### config.mk
export PLATFORM = sky130hd
export DESIGN_NAME = jigsaw_mmio_req_sequencer
export DESIGN_NICKNAME = d
export VERILOG_FILES = /design/src/rtl/jigsaw_mmio_pkg.sv /design/src/rtl/jigsaw_rr_arb2.sv /design/src/rtl/jigsaw_mmio_req_sequencer.sv
export SDC_FILE = /design/constraint.sdc
export NUM_CORES = 1
export LEC_CHECK = 0
export ABC_AREA = 1
export CORE_ASPECT_RATIO = 1.1
export CORE_UTILIZATION = 48
export DETAILED_ROUTE_END_ITERATION = 10
export PLACE_DENSITY = 0.94
export SETUP_SLACK_MARGIN = 0.15
export SYNTH_ARGS = -nofsm -noshare
export SYNTH_HDL_FRONTEND = slang
export SYNTH_SLANG_ARGS = --single-unit
### constraint.sdc
create_clock -name aclk -period 4.3 [get_ports aclk]
set_clock_uncertainty 0.05 [all_clocks]
set_input_delay 0.86 -clock aclk [delete_from_list [all_inputs] [get_ports aclk]]
set_output_delay 0.86 -clock aclk [all_outputs]
set_load 0.1 [all_outputs]
### src/rtl/jigsaw_mmio_pkg.sv
// Shared types and constants for the jigsaw MMIO request sequencer.
package jigsaw_mmio_pkg;

    typedef enum logic [2:0] {
        IDLE,
        ISSUE,
        WAIT,
        DONE,
        ERR
    } jig_state_e;

    localparam logic JIG_OP_WR = 1'b1;
    localparam logic JIG_OP_RD = 1'b0;

    localparam int JIG_DEFAULT_TIMEOUT = 65536;

endpackage

### src/rtl/jigsaw_rr_arb2.sv
// Two-input round-robin arbiter. The last-grant pointer starts favouring write
// and only moves when update_en is high and a grant is actually made.
module jigsaw_rr_arb2 (
    input  logic aclk,
    input  logic aresetn,
    input  logic req_wr,
    input  logic req_rd,
    input  logic update_en,
    output logic grant_wr,
    output logic grant_rd
);

    logic last_wr;

    always_comb begin
        grant_wr = req_wr & (~req_rd | ~last_wr);
        grant_rd = req_rd & ~grant_wr;
    end

    always_ff @(posedge aclk or negedge aresetn) begin
        if (!aresetn) begin
            last_wr <= 1'b0;
        end else if (update_en && (grant_wr || grant_rd)) begin
            last_wr <= grant_wr;
        end
    end

endmodule

### src/rtl/jigsaw_mmio_req_sequencer.sv
// Services one device-side MMIO access per host go: arbitrate, issue a host
// descriptor, wait for its completion (or time out), then pulse clear/done.
//
// state | meaning
// IDLE  | waiting for go plus a valid requester
// ISSUE | descriptor presented on host_req until accepted
// WAIT  | counting down for the matching completion
// DONE  | one-cycle clear + done + requester ready pulse
// ERR   | one-cycle clear + requester ready pulse, request dropped
module jigsaw_mmio_req_sequencer
    import jigsaw_mmio_pkg::*;
#(
    parameter int VADDR_BITS     = 64,
    parameter int PID_BITS       = 6,
    parameter int OFFS_BITS      = 32,
    parameter int LEN_BITS       = 28,
    parameter int TIMEOUT_CYCLES = JIG_DEFAULT_TIMEOUT
) (
    input  logic                  aclk,
    input  logic                  aresetn,

    input  logic [VADDR_BITS-1:0] mmio_vaddr,
    input  logic                  mmio_ctrl,
    input  logic [PID_BITS-1:0]   coyote_pid,
    output logic                  mmio_clear,
    output logic                  mmio_write_done,
    output logic                  mmio_read_done,

    input  logic                  dev_wr_valid,
    output logic                  dev_wr_ready,
    input  logic [OFFS_BITS-1:0]  dev_wr_offset,
    input  logic [LEN_BITS-1:0]   dev_wr_len,

    input  logic                  dev_rd_valid,
    output logic                  dev_rd_ready,
    input  logic [OFFS_BITS-1:0]  dev_rd_offset,
    input  logic [LEN_BITS-1:0]   dev_rd_len,

    output logic                  host_req_valid,
    input  logic                  host_req_ready,
    output logic                  host_req_opcode,
    output logic [VADDR_BITS-1:0] host_req_vaddr,
    output logic [LEN_BITS-1:0]   host_req_len,
    output logic [PID_BITS-1:0]   host_req_pid,

    input  logic                  host_cpl_valid,
    input  logic                  host_cpl_opcode,

    output logic                  err_timeout
);

    localparam int              CNT_W    = $clog2(TIMEOUT_CYCLES);
    localparam logic [CNT_W-1:0] TMO_LOAD = CNT_W'(TIMEOUT_CYCLES - 1);

    jig_state_e             state;
    logic [CNT_W-1:0]       tmo_cnt;
    logic                   arb_en;
    logic                   grant_wr;
    logic                   grant_rd;
    logic                   cpl_match;
    logic [VADDR_BITS-1:0]  wr_vaddr;
    logic [VADDR_BITS-1:0]  rd_vaddr;

    assign arb_en    = (state == IDLE) && mmio_ctrl;
    assign cpl_match = host_cpl_valid && (host_cpl_opcode == host_req_opcode);
    assign wr_vaddr  = mmio_vaddr + VADDR_BITS'(dev_wr_offset);
    assign rd_vaddr  = mmio_vaddr + VADDR_BITS'(dev_rd_offset);

    jigsaw_rr_arb2 u_arb (
        .aclk      (aclk),
        .aresetn   (aresetn),
        .req_wr    (dev_wr_valid && arb_en),
        .req_rd    (dev_rd_valid && arb_en),
        .update_en (arb_en),
        .grant_wr  (grant_wr),
        .grant_rd  (grant_rd)
    );

    // The descriptor opcode register doubles as the latched opcode for
    // completion matching and for choosing which done/ready to pulse.
    always_ff @(posedge aclk or negedge aresetn) begin
        if (!aresetn) begin
            state           <= IDLE;
            tmo_cnt         <= '0;
            mmio_clear      <= 1'b0;
            mmio_write_done <= 1'b0;
            mmio_read_done  <= 1'b0;
            dev_wr_ready    <= 1'b0;
            dev_rd_ready    <= 1'b0;
            host_req_valid  <= 1'b0;
            host_req_opcode <= 1'b0;
            host_req_vaddr  <= '0;
            host_req_len    <= '0;
            host_req_pid    <= '0;
            err_timeout     <= 1'b0;
        end else begin
            mmio_clear      <= 1'b0;
            mmio_write_done <= 1'b0;
            mmio_read_done  <= 1'b0;
            dev_wr_ready    <= 1'b0;
            dev_rd_ready    <= 1'b0;

            case (state)
                IDLE: begin
                    if (grant_wr || grant_rd) begin
                        host_req_valid  <= 1'b1;
                        host_req_opcode <= grant_wr ? JIG_OP_WR : JIG_OP_RD;
                        host_req_vaddr  <= grant_wr ? wr_vaddr : rd_vaddr;
                        host_req_len    <= grant_wr ? dev_wr_len : dev_rd_len;
                        host_req_pid    <= coyote_pid;
                        state           <= ISSUE;
                    end
                end
                ISSUE: begin
                    if (host_req_ready) begin
                        host_req_valid <= 1'b0;
                        tmo_cnt        <= TMO_LOAD;
                        state          <= WAIT;
                    end
                end
                WAIT: begin
                    // A match on the terminal count still wins over the timeout.
                    if (cpl_match) begin
                        mmio_clear      <= 1'b1;
                        mmio_write_done <= (host_req_opcode == JIG_OP_WR);
                        mmio_read_done  <= (host_req_opcode == JIG_OP_RD);
                        dev_wr_ready    <= (host_req_opcode == JIG_OP_WR);
                        dev_rd_ready    <= (host_req_opcode == JIG_OP_RD);
                        state           <= DONE;
                    end else if (tmo_cnt == '0) begin
                        mmio_clear   <= 1'b1;
                        dev_wr_ready <= (host_req_opcode == JIG_OP_WR);
                        dev_rd_ready <= (host_req_opcode == JIG_OP_RD);
                        err_timeout  <= 1'b1;
                        state        <= ERR;
                    end else begin
                        tmo_cnt <= tmo_cnt - CNT_W'(1);
                    end
                end
                DONE:    state <= IDLE;
                ERR:     state <= IDLE;
                default: state <= IDLE;
            endcase
        end
    end

endmodule

==> key figures, run 1 <==
Run status
  – Outcome: completed

Synthesis
  – Synth warnings: 0
  – Synth async-reset ratio: 1.00
  – Post-synth top area share: 0.330
  – Avg Cell Area, Syn: between 6 and 7 um2
  – Post-Syn Nets: around 1800
  – Synth cell types: 38
  – Most frequently used flop master after synthesis: dfrtp_1
  – Top cells by area, synth: dfrtp_1 33%, nand2_1 26%, inv_1 9.3%
  – Cell taking the most area after synthesis: dfrtp_1
  – Syn Inst Count: about 1600
  – Post-synth EDFFs: 0
  – Seq/Total Area, Yosys: 0.330
  – Syn Std Cell Area: around 9600 um2
  – #FFs+latches synth: between 100 and 150

Critical path
  – Critical Path AT: between 4 and 5 ns
  – Sequence of cells on the critical path: clkdlybuf4s50_1 > inv_1 > o21ai_2 > nor2_4 > inv_2 > nand2_1 > nand2_1 > ha_1 > inv_1 > fa_1 > inv_1 > nand3_1 > nand3_1 > nand3_1 > nand2_1 > nand2_1 > nand2_1 > nand2_1 > nand2_1 > nand2_1 > nand3_1 > nand2_1
  – CP Data Required Time: roughly 4.6 ns
  – Largest stage delay, worst path: 0.47 ns
  – CP dominant cell by count: nand2_1
  – Crit-path max FO: 7
  – CP Launch Type: input pin
  – Setup CP Type: input pin to flip-flop
  – CP max stage cell: clkdlybuf4s50_1
  – CP endpoint kind: flip-flop

Pwr
  – Combinational power share: 0.651
  – Switching share of power: 0.586
  – P_leak: around 7.0 nW
  – Power Dens Cells: approximately 740 nW/um2
  – Max VDD drop: approximately 660 uV
  – Clock share of power: 0.150
  – Internal power contribution: between 4 and 5 mW
  – Sw power: around 5.9 mW
  – Register share of total power: 0.200
  – Power consumption: around 10 mW

Routing
  – Antenna viol nets, final: 0
  – Routed Wire Length: roughly 36000 um
  – Via density: approximately 5.3
  – Post-DR wirelength/cell: about 17 um
  – Initial DRC count: ~1100
  – Residual DRC: 0
  – Pre-antenna DRT Iters: 6
  – Via Count: about 11000

CTS
  – Clock Latency Late Sink: 0.42 ns
  – H-tree depth: 4
  – TritonCTS buffer count: 17
  – CTS max path bufs: 2
  – Clock transition at the registers of the reported paths: ~0.060 ns
  – Hold_buf cts: 0
  – # clock sinks: 126
  – Post-CTS setup buffers: 0
  – PostCTS Resize Cnt: 0
  – CTS tree: done
  – Root Buffer: clkbuf_16

Job
  – Max Cap Viol: 0

Global route
  – GR Overflow Total: 0
  – Tot GR Track Use: 0.355
  – Number of global-route vias before repair: ~11000
  – First-pass GRT wire length: roughly 56000 um
  – Largest net degree at the start of global routing: between 80 and 90
  – Initial antenna violation count: 0

STA
  – Fmax: 260 MHz
  – RSZ-0062 raised after global routing: false
  – Worst hold margin: between 0.4 and 0.5 ns
  – Minimum clock period: 3.85 ns
  – Slew Limit Fails: 0
  – Tcrit/Tclk final: 0.894
  – Max_slew headroom: 0.292
  – Final hold vios: 0
  – Worst Tran Pin Value: ~1.1 ns
  – Setup tns final: 0 ns
  – Final setup viols: 0

Cells and area
  – Design Area, Final: around 14000 um2
  – Final #Nets: approximately 2100
  – Layout cells sized above 1: 0.0334
  – # fillers: 1643
  – Area grow syn2layout: 41.5%
  – Antenna Cells: 0

Placement
  – DP Wirelength: between 20000 and 30000 um
  – GPL Wtd Cong: around 1.1
  – Port Buffer Count: 303
  – DP Area: between 10000 and 15000 um2

Worst hold path
  – Min-delay worst type: input pin to async pin

Floorplanning
  – Core area: between 15000 and 20000 um2
  – I/O pin count: between 300 and 400
  – Row count: 53
  – Die W: roughly 140 um
  – Die area: 20500 um2
  – Initial Util: 0.495
  – Die Y: 150 um
flip-flops by register name (all words and copies together) (netlist names):
name             count
host_req_len        28
dev_wr_ready         1
dev_rd_ready         1
host_req_opcode      1
host_req_pid         6
tmo_cnt             16
u_arb.last_wr        1
host_req_valid       1
mmio_read_done       1
state                3
err_timeout          1
mmio_clear           1
mmio_write_done      1
host_req_vaddr      64
cell usage in the layout, fill, tap and decap left out, drive strengths merged:
master / count
a31oi: 2
nand2: 655
xor2: 4
nor4: 2
inv: 241
clkdlybuf4s50: 302
or2: 7
o211ai: 1
o21bai: 3
clkbuf: 20
nand3b: 2
bufinv: 3
clkinvlp: 2
clkinv: 4
ha: 33
fa: 1
nand3: 115
nor3: 25
o311a: 1
nor2: 136
dfrtp: 126
nand4: 16
a22oi: 1
a21boi: 2
a21oi: 88
a21o: 1
xnor2: 24
and2: 1
buf: 19
o21ai: 52
layer usage:
metal  track usage  share of wire  up-vias
met2         0.605           0.47      613
li1              -              -     5480
met1         0.431           0.39     5134
met5             0              0        -
met3        0.0671          0.088      118
met4         0.161          0.043        0
final timing paths:
path	from	to	slack [ns]	cells after the start
worst max-delay path	dev_rd_valid	host_req_vaddr[52]	0.45	22
worst min-delay path	aresetn	host_req_len[25]	0.40	1
worst max register to register	state[1]	host_req_vaddr[26]	0.81	19
worst min register to register	host_req_pid[1]	host_req_pid[1]	0.43	2
max in group asynchronous	aresetn	host_req_vaddr[48]	2.89	2
min in group aclk	host_req_pid[1]	host_req_pid[1]	0.43	2
worst max-delay path: cells and delay by family:
| family | cells | cell delay [ns] |
|---|---|---|
| buf+inv | 5 | 0.87 |
| compound gates | 1 | 0.28 |
| simple gates | 14 | 1.42 |
| fa+ha+maj | 2 | 0.66 |
cell type report:
cell class                 instances  area [um2]  share of cell area
clock buffer                      20         457              0.0338
multi-input combinational       1172        5360               0.396
tap                              247         309              0.0229
clock inverter                    10         138              0.0102
inverter                         240         902              0.0667
sequential                       126        3150               0.233
timing repair buffer             321        3200               0.237
power groups by stage:
stage	Combinational [mW]	Sequential, mW	Clock [mW]
global route	6.82	2.05	1.56
floorplan	1.44	5.24	0
CTS	6.51	2.00	1.51
global placement	6.41	1.98	0
detailed placement	6.47	2.00	0
finish	6.52	2.00	1.50
cells in the mapped netlist, types with 3 or more instances:
| cell type | count |
|---|---|
| nand2_1 | 654 |
| inv_1 | 237 |
| nor2_1 | 132 |
| dfrtp_1 | 126 |
| nand3_1 | 115 |
| a21oi_1 | 87 |
| o21ai_0 | 48 |
| ha_1 | 33 |
| nor3_1 | 24 |
| xnor2_1 | 24 |
| clkbuf_1 | 20 |
| nand4_1 | 16 |
| buf_2 | 12 |
| o21ai_1 | 4 |
| or2_2 | 4 |
| xor2_1 | 4 |
| inv_2 | 3 |
| nor2_2 | 3 |
| o21bai_1 | 3 |
cell families after synthesis:
kind of cell,count (synthesis),share of synthesized area
and+or+nand+nor,959,0.406
buffers and inverters,274,0.110
AOI/OAI and AO/OA,151,0.0832
DFF,126,0.330
adders and majority gates,34,0.0453
xor gates and xnor gates,28,0.0257
per-stage QoR:
step / worst slack, ns / utilization / instances
finish: 0.454 / 0.701 / 2136
global route: 0.195 / 0.701 / 2136
CTS: 0.436 / 0.700 / 2136
detailed placement: 0.00824 / 0.670 / 2106
global placement: 0.0893 / 0.670 / 2106
floorplan: 0.689 / - / 1572
Power figures use the tool's default switching activity.
==> inputs of run 2 (changes only) <==
--- a/config.mk
+++ b/config.mk
@@ -9,6 +9,7 @@
 export CORE_ASPECT_RATIO = 1.1
 export CORE_UTILIZATION = 48
 export DETAILED_ROUTE_END_ITERATION = 10
+export GPL_TIMING_DRIVEN = 0
 export PLACE_DENSITY = 0.94
 export SETUP_SLACK_MARGIN = 0.15
 export SYNTH_ARGS = -nofsm -noshare
==> run 2 against run 1 <==
  * Maximum frequency shrank 2.6%
  * First-iteration DRC count down 22%
  * Core utilization grew 0.25 points
  * Sequential cell count unchanged
  * Die area stayed put
  * Sequential power barely moved
  * Hold slack worse by 0.13 ns
  * Via count increased by 0.22%
  * Global-route usage up 1.4 points
  * Combinational power grew 1%
  * Register-to-register slack worse by 0.24 ns
==> key figures, run 2 (synthesis results as in run 1) <==
Cells and area
  – Final #Nets: 2128 (+0.85%)
  – Layout cells sized above 1: 0.0435 (+0.0101)
  – Largest registers: host_req_vaddr (64), host_req_len (28), tmo_cnt (16)
  – Reg with most FFs: host_req_vaddr
  – Antenna Cells: 0 (unchanged)
  – Max reg flops: 64 (unchanged)
  – Most frequent cells in the layout: 649 x nand2_1, 302 x clkdlybuf4s50_1, 237 x inv_1
  – Most common cell after layout, fill and taps aside: nand2_1
  – Area grow syn2layout: 42.0%

CTS
  – # clock sinks: 126 (unchanged)
  – Root Buffer: clkbuf_16
  – TritonCTS buffer count: 17 (unchanged)
  – CTS max path bufs: 2 (unchanged)
  – Clock transition at the registers of the reported paths: 0.06 ns (about the same)
  – H-tree depth: 4 (unchanged)
  – Clock Latency Late Sink: 0.42 ns (about the same)
  – CTS tree: done

Pwr
  – P_leak: 6.98 nW (about the same)
  – Power consumption: 9.99 mW (-0.35%)
  – Max VDD drop: 665 uV (+0.26%)
  – Power Dens Cells: 737 nW/um2 (-0.71%)

STA
  – Slew Limit Fails: 0 (unchanged)
  – Worst hold margin: 0.273 ns (-0.129 ns)
  – Final hold vios: 0 (unchanged)
  – Worst Tran Pin Value: 1.07 ns (+0.00830 ns)
  – Minimum clock period: 3.95 ns (+0.102 ns)
  – Final setup viols: 0 (unchanged)
  – Max_slew headroom: 0.287 (-0.00555)
  – RSZ-0062 raised after global routing: true
  – Tcrit/Tclk final: 0.918 (+0.0237)
  – Fmax: 253 MHz (-2.6%)

Floorplanning
  – Die W: 137 um (unchanged)
  – I/O pin count: 304 (unchanged)
  – Row count: 53 (unchanged)
  – Die area: 20500 um2 (unchanged)
  – Die Y: 150 um (unchanged)
  – Core area: 19300 um2 (unchanged)
  – Initial Util: 0.495 (unchanged)

Routing
  – Via Count: 11400 (+0.22%)
  – Residual DRC: 0 (unchanged)
  – Via density: 5.27 (-0.71%)
  – Antenna viol nets, final: 0 (unchanged)
  – Routed Wire Length: 37000 um (+3.9%)
  – Pre-antenna DRT Iters: 5 (-1)
  – Initial DRC count: 869 (-22%)
  – Post-DR wirelength/cell: 17.2 um (+2.9%)

Critical path
  – CP Data Required Time: 4.56 ns (about the same)
  – CP Launch Type: input pin
  – CP endpoint kind: flip-flop
  – Setup CP Type: input pin to flip-flop
  – Critical Path AT: 4.20 ns (+0.09 ns)
  – Crit-path max FO: 10 (+3)

Global route
  – Largest net degree at the start of global routing: 91 (+7.1%)
  – Tot GR Track Use: 0.369 (+0.0142)
  – Met1 Use GR: 0.456 (+0.0251)
  – Met2 Resource Use GR: 0.611 (+0.00584)
  – GR Overflow Total: 0 (unchanged)
  – Number of global-route vias before repair: 11300 (+1.3%)
  – Initial antenna violation count: 0 (unchanged)
  – Most Crowded Layer GR: met2
  – GRT met3 Usage: 0.0647 (-0.00237)
  – First-pass GRT wire length: 57200 um (+3.1%)

Worst hold path
  – Min-delay worst type: input pin to async pin

Placement
  – DP Wirelength: 29800 um (+5.7%)
  – GPL Wtd Cong: 1.03 (-4.9%)
  – Port Buffer Count: 303 (unchanged)

Run status
  – Outcome: completed

Job
  – Max Cap Viol: 0 (unchanged)
## run 2: power breakdown
part	total [mW]	switching, mW	internal [mW]
clock	1.41	0.612	0.803
sequential	1.97	0.293	1.68
combinational	6.61	5.06	1.55
total	9.99	5.97	4.03
## run 2: worst max-delay path, cell delays in order
cell and delay, ns:
clkdlybuf4s50_1 0.40, inv_1 0.15, o21ai_4 0.11, nor2_4 0.23, buf_2 0.35, nand2_1 0.10
nand2_1 0.08, ha_1 0.23, inv_1 0.07, fa_1 0.39, inv_1 0.11, nand3_1 0.09
nand3_2 0.14, nand3_1 0.10, nand2_2 0.17, nand2_1 0.07, nand2_1 0.15, nand2_1 0.13
nand2_1 0.07, nand2_1 0.05, nand3_1 0.07, nand2_1 0.07
## run 2: layer usage
metal	share of wire	vias up
met3	0.076	111
met4	0.047	0
met2	0.47	566
met1	0.41	5172
met5	0	-
li1	-	5521
## run 2: path summary, 6_finish.rpt
kind	start	endpoint	slack [ns]	cells past startpoint
hold reg to reg	host_req_vaddr[48]	host_req_vaddr[48]	0.43	2
hold / removal	aresetn	host_req_len[25]	0.27	1
min in group aclk	host_req_vaddr[48]	host_req_vaddr[48]	0.43	2
setup / recovery	dev_rd_valid	host_req_vaddr[52]	0.35	22
setup reg to reg	state[1]	host_req_vaddr[52]	0.57	23
max in group asynchronous	aresetn	host_req_vaddr[45]	3.12	2
## run 2: per-stage QoR
step | utilization | TNS [ns] | instances | area [um2] | worst slack (ns)
floorplan | - | 0 | 1572 | 9550 | 0.689
global placement | 0.668 | -349.55 | 2122 | 12900 | -2.66
detailed placement | 0.670 | -17.92 | 2123 | 12900 | -0.966
CTS | 0.700 | 0 | 2155 | 13500 | 0.189
global route | 0.703 | 0 | 2156 | 13600 | 0.102
finish | 0.703 | 0 | 2156 | 13600 | 0.352
## run 2: layout make-up
type	count	area (um2)
timing repair buffer	306	3080
sequential	126	3150
clock inverter	15	139
inverter	240	901
tap	247	309
multi-input combinational	1172	5410
clock buffer	17	425
buffer	33	156
fill	1646	5730
## run 2: what timing repair did
action                                  4_1_cts  5_1_grt
hold buffers                                  0        0
resized for setup                             8       22
pin swaps                                     0        2
endpoints found under the setup margin       30       46
setup buffers                                 0        2
==> inputs of run 3 (changes only) <==
--- a/config.mk
+++ b/config.mk
@@ -6,8 +6,11 @@
 export NUM_CORES = 1
 export LEC_CHECK = 0
 export ABC_AREA = 1
+export CAP_MARGIN = 15
+export CELL_PAD_IN_SITES_DETAIL_PLACEMENT = 0
+export CELL_PAD_IN_SITES_GLOBAL_PLACEMENT = 1
 export CORE_ASPECT_RATIO = 1.1
-export CORE_UTILIZATION = 48
+export CORE_UTILIZATION = 32
 export DETAILED_ROUTE_END_ITERATION = 10
 export GPL_TIMING_DRIVEN = 0
 export PLACE_DENSITY = 0.94
==> run 3 against run 2 <==
  * Non-clock buffer count stayed put
  * Combinational power barely moved
  * Global-route usage decreased by 12 points
==> key figures, run 3 (synthesis results as in run 1) <==
Run status
  – Outcome: completed

Cells and area
  – Antenna Cells: 0 (unchanged)
  – Largest registers: host_req_vaddr (64), host_req_len (28), tmo_cnt (16)
  – Design Area, Final: 13700 um2 (+1.2%)
  – Register area: 3150 um2 (unchanged)
  – Most frequent cells in the layout: 650 x nand2_1, 302 x clkdlybuf4s50_1, 237 x inv_1
  – Max reg flops: 64 (unchanged)
  – Fin util: 0.473 (-0.230)
  – Layout cells sized above 1: 0.0419 (-0.00157)
  – # fillers: 3045 (+85%)
  – Most common cell after layout, fill and taps aside: nand2_1
  – Final #Nets: 2128 (unchanged)
  – Multi-input logic area: 5410 um2 (about the same)
  – Reg with most FFs: host_req_vaddr
  – Area grow syn2layout: 43.7%

Global route
  – Tot GR Track Use: 0.254 (-0.116)
  – GR Overflow Total: 0 (unchanged)
  – Number of global-route vias before repair: 10700 (-5.5%)
  – Largest net degree at the start of global routing: 83 (-8.8%)
  – Initial antenna violation count: 0 (unchanged)
  – First-pass GRT wire length: 58400 um (+2.1%)

Routing
  – Pre-antenna DRT Iters: 5 (unchanged)
  – Initial DRC count: 676 (-22%)
  – Post-DR wirelength/cell: 16.9 um (-1.7%)
  – Antenna viol nets, final: 0 (unchanged)
  – Via Count: 11000 (-3.5%)
  – Via density: 4.82 (-8.6%)
  – Residual DRC: 0 (unchanged)
  – Routed Wire Length: 38400 um (+3.9%)

STA
  – Setup tns final: 0 ns (unchanged)
  – Max_slew headroom: 0.245 (-0.0414)
  – RSZ-0062 raised after global routing: false
  – Worst Tran Pin Value: 1.13 ns (+0.0619 ns)
  – Minimum clock period: 3.89 ns (-0.0562 ns)
  – Tcrit/Tclk final: 0.905 (-0.0131)
  – Worst hold margin: 0.301 ns (+0.0282 ns)
  – Final setup viols: 0 (unchanged)
  – Final hold vios: 0 (unchanged)
  – Fmax: 257 MHz (+1.4%)
  – Slew Limit Fails: 0 (unchanged)

Pwr
  – Max VDD drop: 455 uV (-32%)
  – Power consumption: 9.98 mW (-0.12%)
  – P_leak: 6.99 nW (about the same)
  – Power Dens Cells: 727 nW/um2 (-1.3%)

Critical path
  – CP endpoint kind: flip-flop
  – R2r setup slk: 0.62 ns (+0.05 ns)
  – CP Data Required Time: 4.56 ns (about the same)
  – Reg2Reg Depth: 21 (-8.7%)
  – CP Launch Type: input pin
  – R2r endpoint: host_req_vaddr[48]
  – Crit-path max FO: 10 (unchanged)
  – Critical Path AT: 4.16 ns (-0.04 ns)
  – RR Startpoint: state[1]
  – Setup CP Type: input pin to flip-flop

CTS
  – H-tree depth: 4 (unchanged)
  – Root Buffer: clkbuf_16
  – Hold_buf cts: 0 (unchanged)
  – # clock sinks: 126 (unchanged)
  – CTS tree: done
  – TritonCTS buffer count: 17 (unchanged)
  – CTS max path bufs: 2 (unchanged)
  – Clock transition at the registers of the reported paths: 0.06 ns (about the same)
  – Clock Latency Late Sink: 0.43 ns (about the same)

Floorplanning
  – Die area: 30500 um2 (+49%)
  – Row count: 65 (+23%)
  – I/O pin count: 304 (unchanged)
  – Core area: 29000 um2 (+50%)
  – Die W: 167 um (+22%)
  – Die Y: 183 um (+22%)
  – Initial Util: 0.329 (-0.166)

Placement
  – DP Wirelength: 31700 um (+6.5%)
  – DP Area: 13100 um2 (+1.2%)
  – GPL Wtd Cong: 0.964 (-6.6%)
  – Port Buffer Count: 303 (unchanged)

Job
  – Max Cap Viol: 0 (unchanged)

Worst hold path
  – Min-delay worst type: input pin to async pin
run 3: cell count changes in the layout (fill, tap and decap cells not counted), moves of 2 or more:
| cell | before | now |
|---|---|---|
| clkinv_4 | 3 | 6 |
| clkinvlp_4 | 4 | 2 |
| buf_2 | 14 | 12 |
| clkbuf_4 | 0 | 2 |
| buf_4 | 3 | 1 |
run 3: cell type report:
class                   count  share of cell area
flip-flops and latches    126               0.230
multi-input cells        1172               0.394
plain buffers              34              0.0123
clock inverters            15              0.0101
clock buffers              17              0.0310
well taps                 368              0.0335
repair buffers            305               0.224
inverters                 240              0.0658
run 3: report_power, final:
group | total, mW | internal, mW | switching, mW
Clock | 1.43 | 0.802 | 0.629
Sequential | 1.96 | 1.68 | 0.286
Combinational | 6.59 | 1.55 | 5.04
run 3: through the flow:
stage          worst slack [ns]  std cells
3_5_place_dp              -1.09       2244
6_report                  0.409       2277
4_1_cts                   0.156       2277
2_1_floorplan             0.689       1572
3_3_place_gp              -2.78       2243
5_1_grt                   0.120       2277
run 3: worst max-delay path, stage by stage:
cell and delay, ns:
clkdlybuf4s50_1 0.46, inv_1 0.10, o21ai_4 0.23, nor2_4 0.10, inv_4 0.14, buf_6 0.18, nand2_1 0.06, nand2_1 0.06
ha_2 0.22, inv_1 0.06, fa_1 0.40, inv_1 0.12, nand3_1 0.10, nand3_2 0.13, a21oi_1 0.17, o21ai_2 0.28
nand2_1 0.19, nand3_1 0.12, nand2_1 0.06, nand2_1 0.05, nand2_1 0.06
run 3: repair_timing:
action,4_1_cts,5_1_grt
endpoints found under the setup margin,40,44
pin swaps,1,1
gates resized for setup,10,22
buffers inserted,1,0
run 3: worst max path at each step:
stage,start,endpoint,slack (ns),cells after the start
after floorplan,dev_rd_valid,host_req_vaddr[32],0.69,20
after global placement,aresetn,host_req_vaddr[16],-2.78,1
after detailed placement,dev_rd_valid,host_req_vaddr[48],-1.09,21
after CTS,dev_rd_valid,host_req_vaddr[39],0.16,21
after global routing,dev_rd_valid,host_req_vaddr[52],0.12,23
final,dev_rd_valid,host_req_vaddr[48],0.41,21
run 3: routing by layer:
| layer | track usage | up-vias | routed length, um |
|---|---|---|---|
| li1 | - | 5518 | - |
| met1 | 0.305 | 5015 | 16400 |
| met2 | 0.448 | 384 | 18300 |
| met3 | 0.0453 | 60 | 2350 |
| met4 | 0.101 | 0 | 1330 |
| met5 | 0 | - | 0 |
